<file path="config.mk">
export PLATFORM = sky130hd
export DESIGN_NAME = dcache
export DESIGN_NICKNAME = d
export VERILOG_FILES = /design/src/rtl/dcache_pkg.sv /design/src/rtl/dcache_array.sv /design/src/rtl/dcache.sv
export SDC_FILE = /design/constraint.sdc
export NUM_CORES = 1
export LEC_CHECK = 0
export CAP_MARGIN = 5
export CORE_ASPECT_RATIO = 1.4
export CORE_MARGIN = 10
export CORE_UTILIZATION = 50
export CTS_BUF_LIST = sky130_fd_sc_hd__clkbuf_16
export CTS_CLUSTER_SIZE = 25
export DETAILED_ROUTE_END_ITERATION = 8
export GPL_ROUTABILITY_DRIVEN = 1
export PLACE_DENSITY = 0.7
export RECOVER_POWER = 50
export SLEW_MARGIN = 25
export SYNTH_ARGS = -nofsm -noshare
export SYNTH_HDL_FRONTEND = slang
export SYNTH_HIERARCHICAL = 1
export SYNTH_SLANG_ARGS = --single-unit
</file>
<file path="constraint.sdc">
create_clock -name CLK -period 12.3 [get_ports CLK]
set_input_delay 2.46 -clock CLK [delete_from_list [all_inputs] [get_ports CLK]]
set_output_delay 2.46 -clock CLK [all_outputs]
set_load 0.005 [all_outputs]
</file>
<file path="src/rtl/dcache_pkg.sv">
// dcache_pkg: shared widths, FSM state encoding and address/block helpers for
// the direct-mapped write-back data cache.
//   ADDR_W     CPU byte address width
//   INDEX_W    set index width (2^INDEX_W lines)
//   OFFSET_W   byte offset width inside a 4-byte block
//   TAG_W      tag width stored per line
//   BLOCK_W    line/block width in bits
//   BLK_ADDR_W memory block address width {tag,index}
package dcache_pkg;

    localparam int ADDR_W     = 8;
    localparam int INDEX_W    = 3;
    localparam int OFFSET_W   = 2;
    localparam int TAG_W      = ADDR_W - INDEX_W - OFFSET_W;
    localparam int BLOCK_W    = 32;
    localparam int BLK_ADDR_W = ADDR_W - OFFSET_W;
    localparam int NUM_LINES  = 1 << INDEX_W;

    typedef enum logic [1:0] {
        IDLE      = 2'd0,
        WRITEBACK = 2'd1,
        FETCH     = 2'd2
    } state_t;

    function automatic logic [TAG_W-1:0] addr_tag(input logic [ADDR_W-1:0] a);
        return a[ADDR_W-1 -: TAG_W];
    endfunction

    function automatic logic [INDEX_W-1:0] addr_index(input logic [ADDR_W-1:0] a);
        return a[OFFSET_W +: INDEX_W];
    endfunction

    function automatic logic [OFFSET_W-1:0] addr_offset(input logic [ADDR_W-1:0] a);
        return a[OFFSET_W-1:0];
    endfunction

    // Byte 0 of a block lives in bits [7:0].
    function automatic logic [7:0] select_byte(input logic [BLOCK_W-1:0] blk,
                                               input logic [OFFSET_W-1:0] off);
        logic [BLOCK_W-1:0] shifted;
        shifted = blk >> {off, 3'd0};
        return shifted[7:0];
    endfunction

    function automatic logic [BLOCK_W-1:0] merge_byte(input logic [BLOCK_W-1:0] blk,
                                                      input logic [OFFSET_W-1:0] off,
                                                      input logic [7:0]          b);
        logic [BLOCK_W-1:0] merged;
        merged = blk;
        merged[{off, 3'd0} +: 8] = b;
        return merged;
    endfunction

endpackage

</file>
<file path="src/rtl/dcache_array.sv">
// dcache_array: line storage for the cache (data, tag, valid, dirty).
//   CLK, RESET      clock, synchronous active-high reset (clears valid/dirty only)
//   index           line selected for read, byte write and fill
//   rd_block/rd_tag/rd_valid/rd_dirty  combinational read of the selected line
//   byte_we, byte_offset, byte_data    store one byte into the line, mark dirty
//   fill_we, fill_tag, fill_block      load a whole block, mark valid and clean
module dcache_array
    import dcache_pkg::*;
(
    input  logic                CLK,
    input  logic                RESET,
    input  logic [INDEX_W-1:0]  index,
    output logic [BLOCK_W-1:0]  rd_block,
    output logic [TAG_W-1:0]    rd_tag,
    output logic                rd_valid,
    output logic                rd_dirty,
    input  logic                byte_we,
    input  logic [OFFSET_W-1:0] byte_offset,
    input  logic [7:0]          byte_data,
    input  logic                fill_we,
    input  logic [TAG_W-1:0]    fill_tag,
    input  logic [BLOCK_W-1:0]  fill_block
);

    logic [BLOCK_W-1:0]   data_r [NUM_LINES];
    logic [TAG_W-1:0]     tag_r  [NUM_LINES];
    logic [NUM_LINES-1:0] valid_r;
    logic [NUM_LINES-1:0] dirty_r;

    assign rd_block = data_r[index];
    assign rd_tag   = tag_r[index];
    assign rd_valid = valid_r[index];
    assign rd_dirty = dirty_r[index];

    // Data and tag storage: not reset, a fill replaces the block, a store merges a byte.
    always_ff @(posedge CLK) begin
        if (fill_we) begin
            data_r[index] <= fill_block;
            tag_r[index]  <= fill_tag;
        end else if (byte_we) begin
            data_r[index] <= merge_byte(data_r[index], byte_offset, byte_data);
        end
    end

    // Line status bits: reset invalidates everything, dropping any dirty data.
    always_ff @(posedge CLK) begin
        if (RESET) begin
            valid_r <= '0;
            dirty_r <= '0;
        end else if (fill_we) begin
            valid_r[index] <= 1'b1;
            dirty_r[index] <= 1'b0;
        end else if (byte_we) begin
            dirty_r[index] <= 1'b1;
        end
    end

endmodule

</file>
<file path="src/rtl/dcache.sv">
// dcache: direct-mapped, write-back, write-allocate byte data cache.
//   CLK, RESET     clock, synchronous active-high reset
//   READ, WRITE    CPU load/store request, held while BUSYWAIT is high (WRITE wins)
//   ADDRESS        byte address {tag[7:5], index[4:2], offset[1:0]}
//   WRITEDATA      store byte
//   READDATA       load byte, valid while READ high and BUSYWAIT low
//   BUSYWAIT       CPU stall
//   MEM_READ/MEM_WRITE          block fetch / write-back request (registered)
//   MEM_ADDRESS/MEM_WRITEDATA   block address and write-back block (registered)
//   MEM_READDATA, MEM_BUSYWAIT  fetched block and memory busy (low = done this cycle)
module dcache
    import dcache_pkg::*;
(
    input  logic                  CLK,
    input  logic                  RESET,
    input  logic                  READ,
    input  logic                  WRITE,
    input  logic [ADDR_W-1:0]     ADDRESS,
    input  logic [7:0]            WRITEDATA,
    output logic [7:0]            READDATA,
    output logic                  BUSYWAIT,
    output logic                  MEM_READ,
    output logic                  MEM_WRITE,
    output logic [BLK_ADDR_W-1:0] MEM_ADDRESS,
    output logic [BLOCK_W-1:0]    MEM_WRITEDATA,
    input  logic [BLOCK_W-1:0]    MEM_READDATA,
    input  logic                  MEM_BUSYWAIT
);

    state_t                  state_r;
    logic                    mem_read_r;
    logic                    mem_write_r;
    logic [BLK_ADDR_W-1:0]   mem_addr_r;
    logic [BLOCK_W-1:0]      mem_wdata_r;

    logic [TAG_W-1:0]        tag_s;
    logic [INDEX_W-1:0]      index_s;
    logic [OFFSET_W-1:0]     offset_s;
    logic [BLOCK_W-1:0]      line_block_s;
    logic [TAG_W-1:0]        line_tag_s;
    logic                    line_valid_s;
    logic                    line_dirty_s;
    logic                    hit_s;
    logic                    req_s;
    logic                    busy_s;
    logic                    byte_we_s;
    logic                    fill_we_s;

    assign tag_s    = addr_tag(ADDRESS);
    assign index_s  = addr_index(ADDRESS);
    assign offset_s = addr_offset(ADDRESS);
    assign req_s    = READ | WRITE;
    assign hit_s    = line_valid_s & (line_tag_s == tag_s);

    // The CPU holds ADDRESS through a miss, so its index also addresses the fill;
    // the fill tag comes from the registered block address for a stable source.
    dcache_array u_array (
        .CLK         (CLK),
        .RESET       (RESET),
        .index       (index_s),
        .rd_block    (line_block_s),
        .rd_tag      (line_tag_s),
        .rd_valid    (line_valid_s),
        .rd_dirty    (line_dirty_s),
        .byte_we     (byte_we_s),
        .byte_offset (offset_s),
        .byte_data   (WRITEDATA),
        .fill_we     (fill_we_s),
        .fill_tag    (mem_addr_r[BLK_ADDR_W-1 -: TAG_W]),
        .fill_block  (MEM_READDATA)
    );

    // Stall, store-commit and fill strobes decoded from the current state.
    always_comb begin
        busy_s    = 1'b1;
        byte_we_s = 1'b0;
        fill_we_s = 1'b0;
        case (state_r)
            IDLE: begin
                busy_s    = req_s & ~hit_s;
                byte_we_s = WRITE & hit_s & ~RESET;
            end
            WRITEBACK: begin
                busy_s = 1'b1;
            end
            FETCH: begin
                busy_s    = 1'b1;
                fill_we_s = ~MEM_BUSYWAIT & ~RESET;
            end
            default: begin
                busy_s = 1'b1;
            end
        endcase
    end

    // Miss-handling FSM; memory request signals are registered alongside the state.
    always_ff @(posedge CLK) begin
        if (RESET) begin
            state_r     <= IDLE;
            mem_read_r  <= 1'b0;
            mem_write_r <= 1'b0;
        end else begin
            case (state_r)
                IDLE: begin
                    if (req_s && !hit_s) begin
                        if (line_valid_s && line_dirty_s) begin
                            state_r     <= WRITEBACK;
                            mem_write_r <= 1'b1;
                            mem_addr_r  <= {line_tag_s, index_s};
                            mem_wdata_r <= line_block_s;
                        end else begin
                            state_r    <= FETCH;
                            mem_read_r <= 1'b1;
                            mem_addr_r <= {tag_s, index_s};
                        end
                    end
                end
                WRITEBACK: begin
                    if (!MEM_BUSYWAIT) begin
                        state_r     <= FETCH;
                        mem_write_r <= 1'b0;
                        mem_read_r  <= 1'b1;
                        mem_addr_r  <= {tag_s, index_s};
                    end
                end
                FETCH: begin
                    if (!MEM_BUSYWAIT) begin
                        state_r    <= IDLE;
                        mem_read_r <= 1'b0;
                    end
                end
                default: begin
                    state_r     <= IDLE;
                    mem_read_r  <= 1'b0;
                    mem_write_r <= 1'b0;
                end
            endcase
        end
    end

    assign READDATA      = select_byte(line_block_s, offset_s);
    assign BUSYWAIT      = busy_s;
    assign MEM_READ      = mem_read_r;
    assign MEM_WRITE     = mem_write_r;
    assign MEM_ADDRESS   = mem_addr_r;
    assign MEM_WRITEDATA = mem_wdata_r;

endmodule

</file>
---- Word-level counts from Yosys, hierarchy flattened ----
Memory sizes are Yosys's and may differ from the RTL's.
Cells that the tools add are included.
cells by class
  $add $sub $neg .......................... 1
  $lt $le $gt $ge ......................... 2
  eq/ne operators ......................... 8
  shift operators ......................... 3
  mux-type cells .......................... 35
  bitwise logic cells ..................... 15
  reductions and logical operators ........ 12
operators by type and width
  kind                                                         count
  bitwise mux 32 bit                                           1
  2-to-1 mux 32 bit                                            1
  variable shift 8 x 7 -> 32 bit (first input constant)        1
  variable part select 8 x 7 -> 32 bit                         1
  right shift 32 x 5 -> 8 bit                                  1
  2-to-1 mux 6 bit                                             3
  2-to-1 mux 1 bit                                             17
  2-to-1 mux 8 bit                                             2
  bitwise OR 8 bit                                             2
  AND reduction 4 bit                                          4
  one-hot mux 6 bit (2 select lines)                           1
  inequality test 2 bit (second input constant)                5
  bitwise AND 8 bit                                            1
  2-to-1 mux 2 bit                                             4
  NOT 8 bit                                                    1
  negation 5 -> 7 bit                                          1
  binary-select mux 1 bit (select 3 bit)                       2
  one-hot mux 1 bit (3 select lines)                           2
  one-hot mux 2 bit (3 select lines)                           1
  bitwise AND 1 bit                                            5
  less-than comparator 3 x 4 -> 1 bit (second input constant)  1
  NOT 1 bit                                                    4
  nonzero test 2 bit                                           2
  demux 1 bit (select 3 bit)                                   1
  other kinds (9)                                              12
word-level totals
  register bits after elaboration ......... 58
  bits in writable memories ............... 280
  input bits .............................. 53
  logic and storage cells ................. 85
  memories kept ........................... 2
memories
  memory          depth  width  rd ports  clocked after Yosys merged registers in  wr ports  line                text
  u_array.data_r  8      32     1         0                                        1         dcache_array.sv:25  logic [BLOCK_W-1:0] data_r [NUM_LINES];
  u_array.tag_r   8      3      1         0                                        1         dcache_array.sv:26  logic [TAG_W-1:0] tag_r [NUM_LINES];

---- Depth between registers and ports, before layout ----
Gate-level depths: netlist of run 1.
  word-level depth ........................ 10
  gate-level depth with buffers ........... 17
  depth with buffers taken out ............ 10

---- Cells and area by module ----
The synthesis of run 1 kept the hierarchy.
modules (own cells, without submodules)
  module        times used  cells an instance  area an instance (um2)  seq. area each (um2)
  dcache_array  1           814                12369.4                 8728.4
  dcache        1           85                 1660.3                  1221.2

---- Worst setup path after synthesis of run 1 ----
No wires, ideal clock.
  path type ............................... input to register
  start point ............................. input port ADDRESS[2]
  end point ............................... memory u_array.data_r[1][0], enable pin
  library setup time ...................... 0.461 ns
  data arrival time ....................... 6.625 ns
  path slack .............................. 5.214 ns
  cell stages on the path ................. 12
  buffers on the path ..................... 6
  path through ............................ buf_4 buf_12 buf_4 buf_2 buf_2 mux2_2 xnor2_1 nand4_1 nor2_1 clkbuf_1 nor2_1 nor3_1
between the ends
  word-level cells in the longest chain between the ends .. 10
  elaborated cells on any way between the ends .. 12
ends and longest elaborated chain
  element                                 line                text
  from (decl)                             dcache.sv:18        input logic [ADDR_W-1:0] ADDRESS,
  memory (8 x 3 bit)                      --
  via line_tag_s[2]                       dcache.sv:40        logic [TAG_W-1:0] line_tag_s;
  equality test 3 bit                     dcache.sv:53        assign hit_s = line_valid_s & (line_tag_s == tag_s);
  bitwise AND 1 bit                       dcache.sv:53
  bitwise AND 1 bit (2 in series)         dcache.sv:81        byte_we_s = WRITE & hit_s & ~RESET;
  2-to-1 mux 1 bit                        dcache.sv:78        case (state_r)
  via byte_we_s                           dcache.sv:46        logic byte_we_s;
  2-to-1 mux 1 bit                        dcache_array.sv:40  end else if (byte_we) begin
  2-to-1 mux 1 bit                        dcache_array.sv:37  if (fill_we) begin
  2-to-1 mux 1 bit (not written as such)  dcache_array.sv:41  data_r[index] <= merge_byte(data_r[index], byte_offset, byte_data);
  bitwise OR 1 bit (no line)              --
  to (decl)                               dcache_array.sv:25
The timed path passes the listed nets, and every way through them passes these cells. The select of a mux whose other input is x is not followed.

---- Worst setup path in the final report of run 1 ----
  start point ............................. input port ADDRESS[4]
  end point ............................... output port READDATA[6]
between the ends
  word-level cells in the longest chain between the ends .. 2
ends and longest elaborated chain
  element                      line              text
  memory (8 x 32 bit)          --
  via line_block_s[30]         dcache.sv:39      logic [BLOCK_W-1:0] line_block_s;
  right shift 32 x 5 -> 8 bit  dcache_pkg.sv:41  shifted = blk >> {off, 3'd0};
  to (decl)                    dcache.sv:20      output logic [7:0] READDATA,
The timed path passes the listed nets, and every way through them passes these cells.

==> out/results.txt, run 1 <==
Result of the run: finished with violations
Violated checks: max-capacitance violations, max-slew violations
Worst Path Max Fanout: 37
Async set-reset flop share out of synthesis: 0%
CTS resizes: 0
Area of the mapped netlist: 14030 um2
Slew headroom: -76.46%
RSZ-0062 raised after global routing: false
Grt ovf: 0
Die H: 218.2 um
Antenna violations before repair: 1
Final Critical Period: 10060 ps
Initial DRT Pass Iterations: 5
Layout fillers: 2123
Seq. cell area: 9950 um2
Num CTS Buffers: 31
DRT Wirelength: 36240 um
Root Driver: clkbuf_16
Hold Crit Class: reg -> reg
Max Cap Violations: 8
Fmax: 99.35 MHz
Vias per cell: 6.067
Critical path endpoint category: primary output
Setup_tns: 0 ps
Critical path arrival: 7600 ps
Largest net degree at the start of global routing: 108
Clk pin slew, worst setup/hold paths: 60 ps
EDFF count, synth: 318
GPL Wtd Cong: 0.7879
Final Hold Fails: 0
Pleak: 5.448 nW
Area Overhead vs Synth: 16.43%
Post-layout util: 59.06%
Io pins: 102
# port buffers: 101
Slew @ Worst Pin: 2647 ps
Yosys reg bits: 338
Critical Path RT: 9840 ps
Clock Skew: 19.67 ps
Area used by multi-input combinational logic: 3790 um2
PwrDens: 146.3 nW/um2
Crit Path Class: in -> out
Synth Net Count: 957
CTS tree: done
Die X: 161.6 um
Synth top area cells: edfxtp_1, mux2i_1, mux2_2, dfxtp_1, nor2_1
Post-synth top area share: 68.06%
Peak supply drop: 0.1130 mV
# DRC: 0
Latest clock arrival within the worst-skew pair: 560 ps
Leading cell type in the layout, fill and taps excluded: edfxtp_1
Postcts setup bufs: 0
Cell count after synthesis: 899
Fin nets: 1058
Layout cell share with drive strength beyond 1: 12.22%
Vias: 8452
Final Setup Violations: 0
Total global-route track usage: 19.89%
Post-layout instance area: 16330 um2
Most frequent cells in the layout: edfxtp_1, nor2_1, mux2i_1
Diodes inserted: 0
Most used DFF post-synth: edfxtp_1
ANT nets after route: 0
Hold buffers post-CTS: 0
Global-route wire length before repair: 53210 um
Num Clock Sinks: 338
Post-Syn Area per Cell: 15.61 um2
Area after DPL: 15440 um2
Yosys top cell by area: edfxtp_1
Max Slew Vio Count: 257
Full die area: 35250 um2
Core area: 27660 um2
Clock buffer depth: 3
Yosys warns: 6
Register area share after synthesis: 70.92%
HPWL Detailed: 21980 um
Vias in the first global route: 8518
Synth cell types: 52
Avg WL per Cell: 26.01 um
CP Launch Type: input pin
H-tree Lvls: 1
Rows: 72
Initial Utilization: 50.73%
Fin crit share: 81.83%
Initial DRC count: 877
path summary, 6_finish.rpt:
kind	startpoint	to	slack, ps	depth (start not counted)
worst max-delay path	ADDRESS[4]	READDATA[6]	2240	7
worst min-delay path	u_array/valid_r[2]	u_array/valid_r[2]	470	2
worst max register to register	u_array/tag_r[3][0]	u_array/data_r[5][17]	7360	10
worst min register to register	u_array/valid_r[2]	u_array/valid_r[2]	470	2
final cells by class:
type | instances | share of cell area (%)
Sequential cell | 338 | 60.91
Timing Repair Buffer | 119 | 6.756
Tap cell | 370 | 2.834
Clock buffer | 31 | 4.749
Multi-Input combinational cell | 503 | 23.20
Clock inverter | 25 | 1.386
Inverter | 7 | 0.1609
logic make-up (layout without fill, tap and decap cells):
group	count (synthesis)	count (layout)	share of synthesized area [%]
compound gates	133	133	6.591
xor+xnor	3	3	0.1873
fa+ha+maj	5	5	0.4459
buf+inv	58	182	2.372
flops	338	338	70.92
mux	149	149	12.41
simple gates	213	213	7.081
where the power goes:
group | internal (W) | switching, W
clock network | 0.000541 | 0.000403
registers | 0.00127 | 0.00000426
logic | 0.0000708 | 0.000101
registers in the layout, summed over array words and instances, names as in the netlist, named ones only:
name,cells
MEM_ADDRESS,6
MEM_READ,1
MEM_WRITE,1
MEM_WRITEDATA,32
state_r,2
u_array/data_r,256
u_array/tag_r,24
u_array/valid_r,8
synthesized netlist by cell type, types with 3 or more instances:
master and n:
clkbuf_1 17, nor3_1 14, mux2_4 4, dfxtp_1 20, a31oi_1 36, nand2_1 42, edfxtp_1 318, and2_1 3
mux2_1 21, buf_1 8, mux2i_1 70, buf_4 3, xnor2_1 3, nor2_1 98, buf_2 15, a22o_1 31
nand2b_1 4, a21oi_1 11, ha_1 5, o21ai_0 5, mux2_2 42, or3_1 33, o22ai_1 32, inv_1 7
buf_6 4, nor2b_1 4, mux4_2 12
metal layers:
layer	vias to the layer above	routed length, um	global-route usage [%]
met1	4264	14160	25.04
met4	2	981	6.292
met2	408	18240	34.48
met3	70	2842	3.198
li1	3708	-	-
met5	-	19	0
per-stage QoR:
| step | worst slack [ps] | total power [W] | cells | hold WS (ps) |
|---|---|---|---|---|
| floorplan | 5214 | 0.001399 | 899 | 439.6 |
| global placement | 3956 | 0.001469 | 1336 | 453.3 |
| detailed placement | 3918 | 0.001472 | 1337 | 459.6 |
| CTS | 3901 | 0.002408 | 1393 | 476.4 |
| global route | 2102 | 0.002457 | 1393 | 508.1 |
| finish | 2235 | 0.002390 | 1393 | 473.7 |
critical path, stage by stage:
cell	delay, ps
dlygate4sd3_1	520
clkbuf_1	1040
nand2_1	1570
o32ai_1	940
or3_1	260
mux4_2	270
clkdlybuf4s50_1	510
(Power assumes the default switching activity.)
==> run 2, diff against run 1 <==
Clock period 12.3 ns to 9.7 ns, I/O delays scaled along.
==> out/results.txt, run 2 (synthesized netlist as in run 1, its figures left out) <==
Die H: 218.2 um (unchanged)
Worst-path cell chain: dlygate4sd3_1, clkbuf_1, nand2b_1, buf_4, o22ai_1, nor2_1, mux4_2, clkdlybuf4s50_1
H-tree Lvls: 1 (unchanged)
Fmax: 124.8 MHz
CP max stage delay: 940 ps (-630 ps)
Max Slew Vio Count: 185 (-28%)
Diodes inserted: 0 (unchanged)
Crit Path Class: in -> out
Critical Path RT: 7760 ps (-2080 ps)
Violated checks: max-capacitance violations, max-slew violations
Initial DRC count: 925 (+5.5%)
Slew headroom: -85.75% (-9.3 points)
Hold Crit Class: reg -> reg
Most flops, register: u_array/data_r
Final Setup Violations: 0 (unchanged)
Most frequent cells in the layout: edfxtp_1, nor2_1, mux2i_1
Num CTS Buffers: 31 (unchanged)
Critical path endpoint category: primary output
CTS resizes: 0 (unchanged)
CTS tree: done
Full die area: 35250 um2 (unchanged)
Latest clock arrival within the worst-skew pair: 570 ps (about the same)
Initial DRT Pass Iterations: 5 (unchanged)
Total global-route track usage: 19.54% (-0.35 points)
Fin nets: 1059 (+0.095%)
Vias: 8382 (-0.83%)
Clock buffer depth: 3 (unchanged)
Hold buffers post-CTS: 0 (unchanged)
Io pins: 102 (unchanged)
Slowest-stage cell, CP: clkbuf_1
Peak supply drop: 0.1546 mV (+37%)
# DRC: 0 (unchanged)
Result of the run: finished with violations
Postcts setup bufs: 0 (unchanged)
CP Launch Type: input pin
Slew @ Worst Pin: 2786 ps (+139.3 ps)
Clk pin slew, worst setup/hold paths: 60 ps (about the same)
Flop2flop setup slack: 4750 ps (-2610 ps)
Fin crit share: 82.62%
Leading cell type in the layout, fill and taps excluded: edfxtp_1
Critical path arrival: 6070 ps (-1530 ps)
Rows: 72 (unchanged)
Largest net degree at the start of global routing: 70 (-35%)
Avg WL per Cell: 25.56 um (-1.8%)
# port buffers: 101 (unchanged)
Combinational power share: 7.3% (about the same)
Layout cell share with drive strength beyond 1: 11.72% (-0.50 points)
Max FFs per register: 256 (unchanged)
Global-route wire length before repair: 52250 um (-1.8%)
Die X: 161.6 um (unchanged)
Area Overhead vs Synth: 16.18%
P_sw: 0.0006369 W (+26%)
DRT Wirelength: 35630 um (-1.7%)
Max Cap Violations: 7 (-1)
Grt ovf: 0 (unchanged)
Final Critical Period: 8014 ps
RSZ-0062 raised after global routing: false
HPWL Detailed: 22250 um (+1.2%)
Vias in the first global route: 8403 (-1.4%)
Place WS: 2735 ps (-1183 ps)
Worst Path Max Fanout: 28 (-24%)
Final Hold Fails: 0 (unchanged)
Clock Skew: 13.66 ps (-6.018 ps)
Final worst slack: 1686 ps (-549.2 ps)
Pleak: 5.441 nW (-0.13%)
Setup_tns: 0 ps (unchanged)
Initial Utilization: 50.73% (unchanged)
ANT nets after route: 0 (unchanged)
Core area: 27660 um2 (unchanged)
Post-layout util: 58.94% (-0.13 points)
Flop pwr share: 54.5% (+1.2 points)
Root Driver: clkbuf_16
Num Clock Sinks: 338 (unchanged)
Switching Share: 21.47% (+0.24 points)
GPL Wtd Cong: 0.8096 (+2.8%)
Clock power frac: 38.2% (-1.3 points)
PwrDens: 182.0 nW/um2 (+24%)
Antenna violations before repair: 0 (-1)
Vias per cell: 6.013 (-0.90%)
Pint: 0.002330 W (+24%)
-- run 2: changes by cell type in the layout (fill, tap and decap cells not counted), moves of 2 or more --
cell       before  now
clkinv_2        8    2
buf_4           7   10
clkinv_1        4   10
inv_1          12   15
clkbuf_1       11    9
bufinv_16       4    2
-- run 2: path summary, 6_finish.rpt --
| check | cells after the start | start | to |
|---|---|---|---|
| max | 8 | ADDRESS[4] | READDATA[3] |
| min | 2 | u_array/valid_r[3] | u_array/valid_r[3] |
| max reg2reg | 10 | u_array/tag_r[7][0] | u_array/data_r[2][28] |
| min reg2reg | 2 | u_array/valid_r[3] | u_array/valid_r[3] |
-- run 2: routing by layer --
layer / global-route usage (%) / up-vias / share of wire [%] / wire length, um
li1: - / 3703 / - / -
met1: 24.71 / 4197 / 39 / 13770
met2: 33.12 / 405 / 50 / 17830
met3: 3.198 / 77 / 8.0 / 2868
met4: 7.477 / 0 / 3.2 / 1154
met5: 0 / - / 0 / 0
-- run 2: through the flow --
| stage | area, um2 | hold slack (ps) | instances | total power, W |
|---|---|---|---|---|
| floorplan | 14030 | 439.6 | 899 | 0.001774 |
| global placement | 15410 | 450.0 | 1337 | 0.001862 |
| detailed placement | 15440 | 461.9 | 1338 | 0.001865 |
| CTS | 16380 | 476.8 | 1394 | 0.002980 |
| global route | 16300 | 503.9 | 1394 | 0.003049 |
| finish | 16300 | 471.6 | 1394 | 0.002967 |
-- run 2: power by group through the flow --
stage / Clock (W) / Sequential (W) / Combinational, W
after floorplan: 0 / 0.00165 / 0.000127
after global placement: 0 / 0.00165 / 0.000215
after detailed placement: 0 / 0.00165 / 0.000217
after CTS: 0.00115 / 0.00162 / 0.000218
after global routing: 0.00120 / 0.00162 / 0.000231
final: 0.00113 / 0.00162 / 0.000216
-- run 2: final cells by class --
class	instances	area (um2)
fill	2151	11360
sequential	338	9950
multi-input combinational	503	3801
timing repair buffer	120	1121
clock buffer	31	775.7
tap	370	462.9
clock inverter	25	162.7
inverter	7	26.28
-- run 2: worst max-delay path: cells and delay by family --
| kind | cells | cell delay (ps) |
|---|---|---|
| buffers and inverters | 4 | 2460 |
| AO/OA/AOI/OAI | 1 | 130 |
| multiplexers | 1 | 330 |
| AND/OR/NAND/NOR | 2 | 1170 |
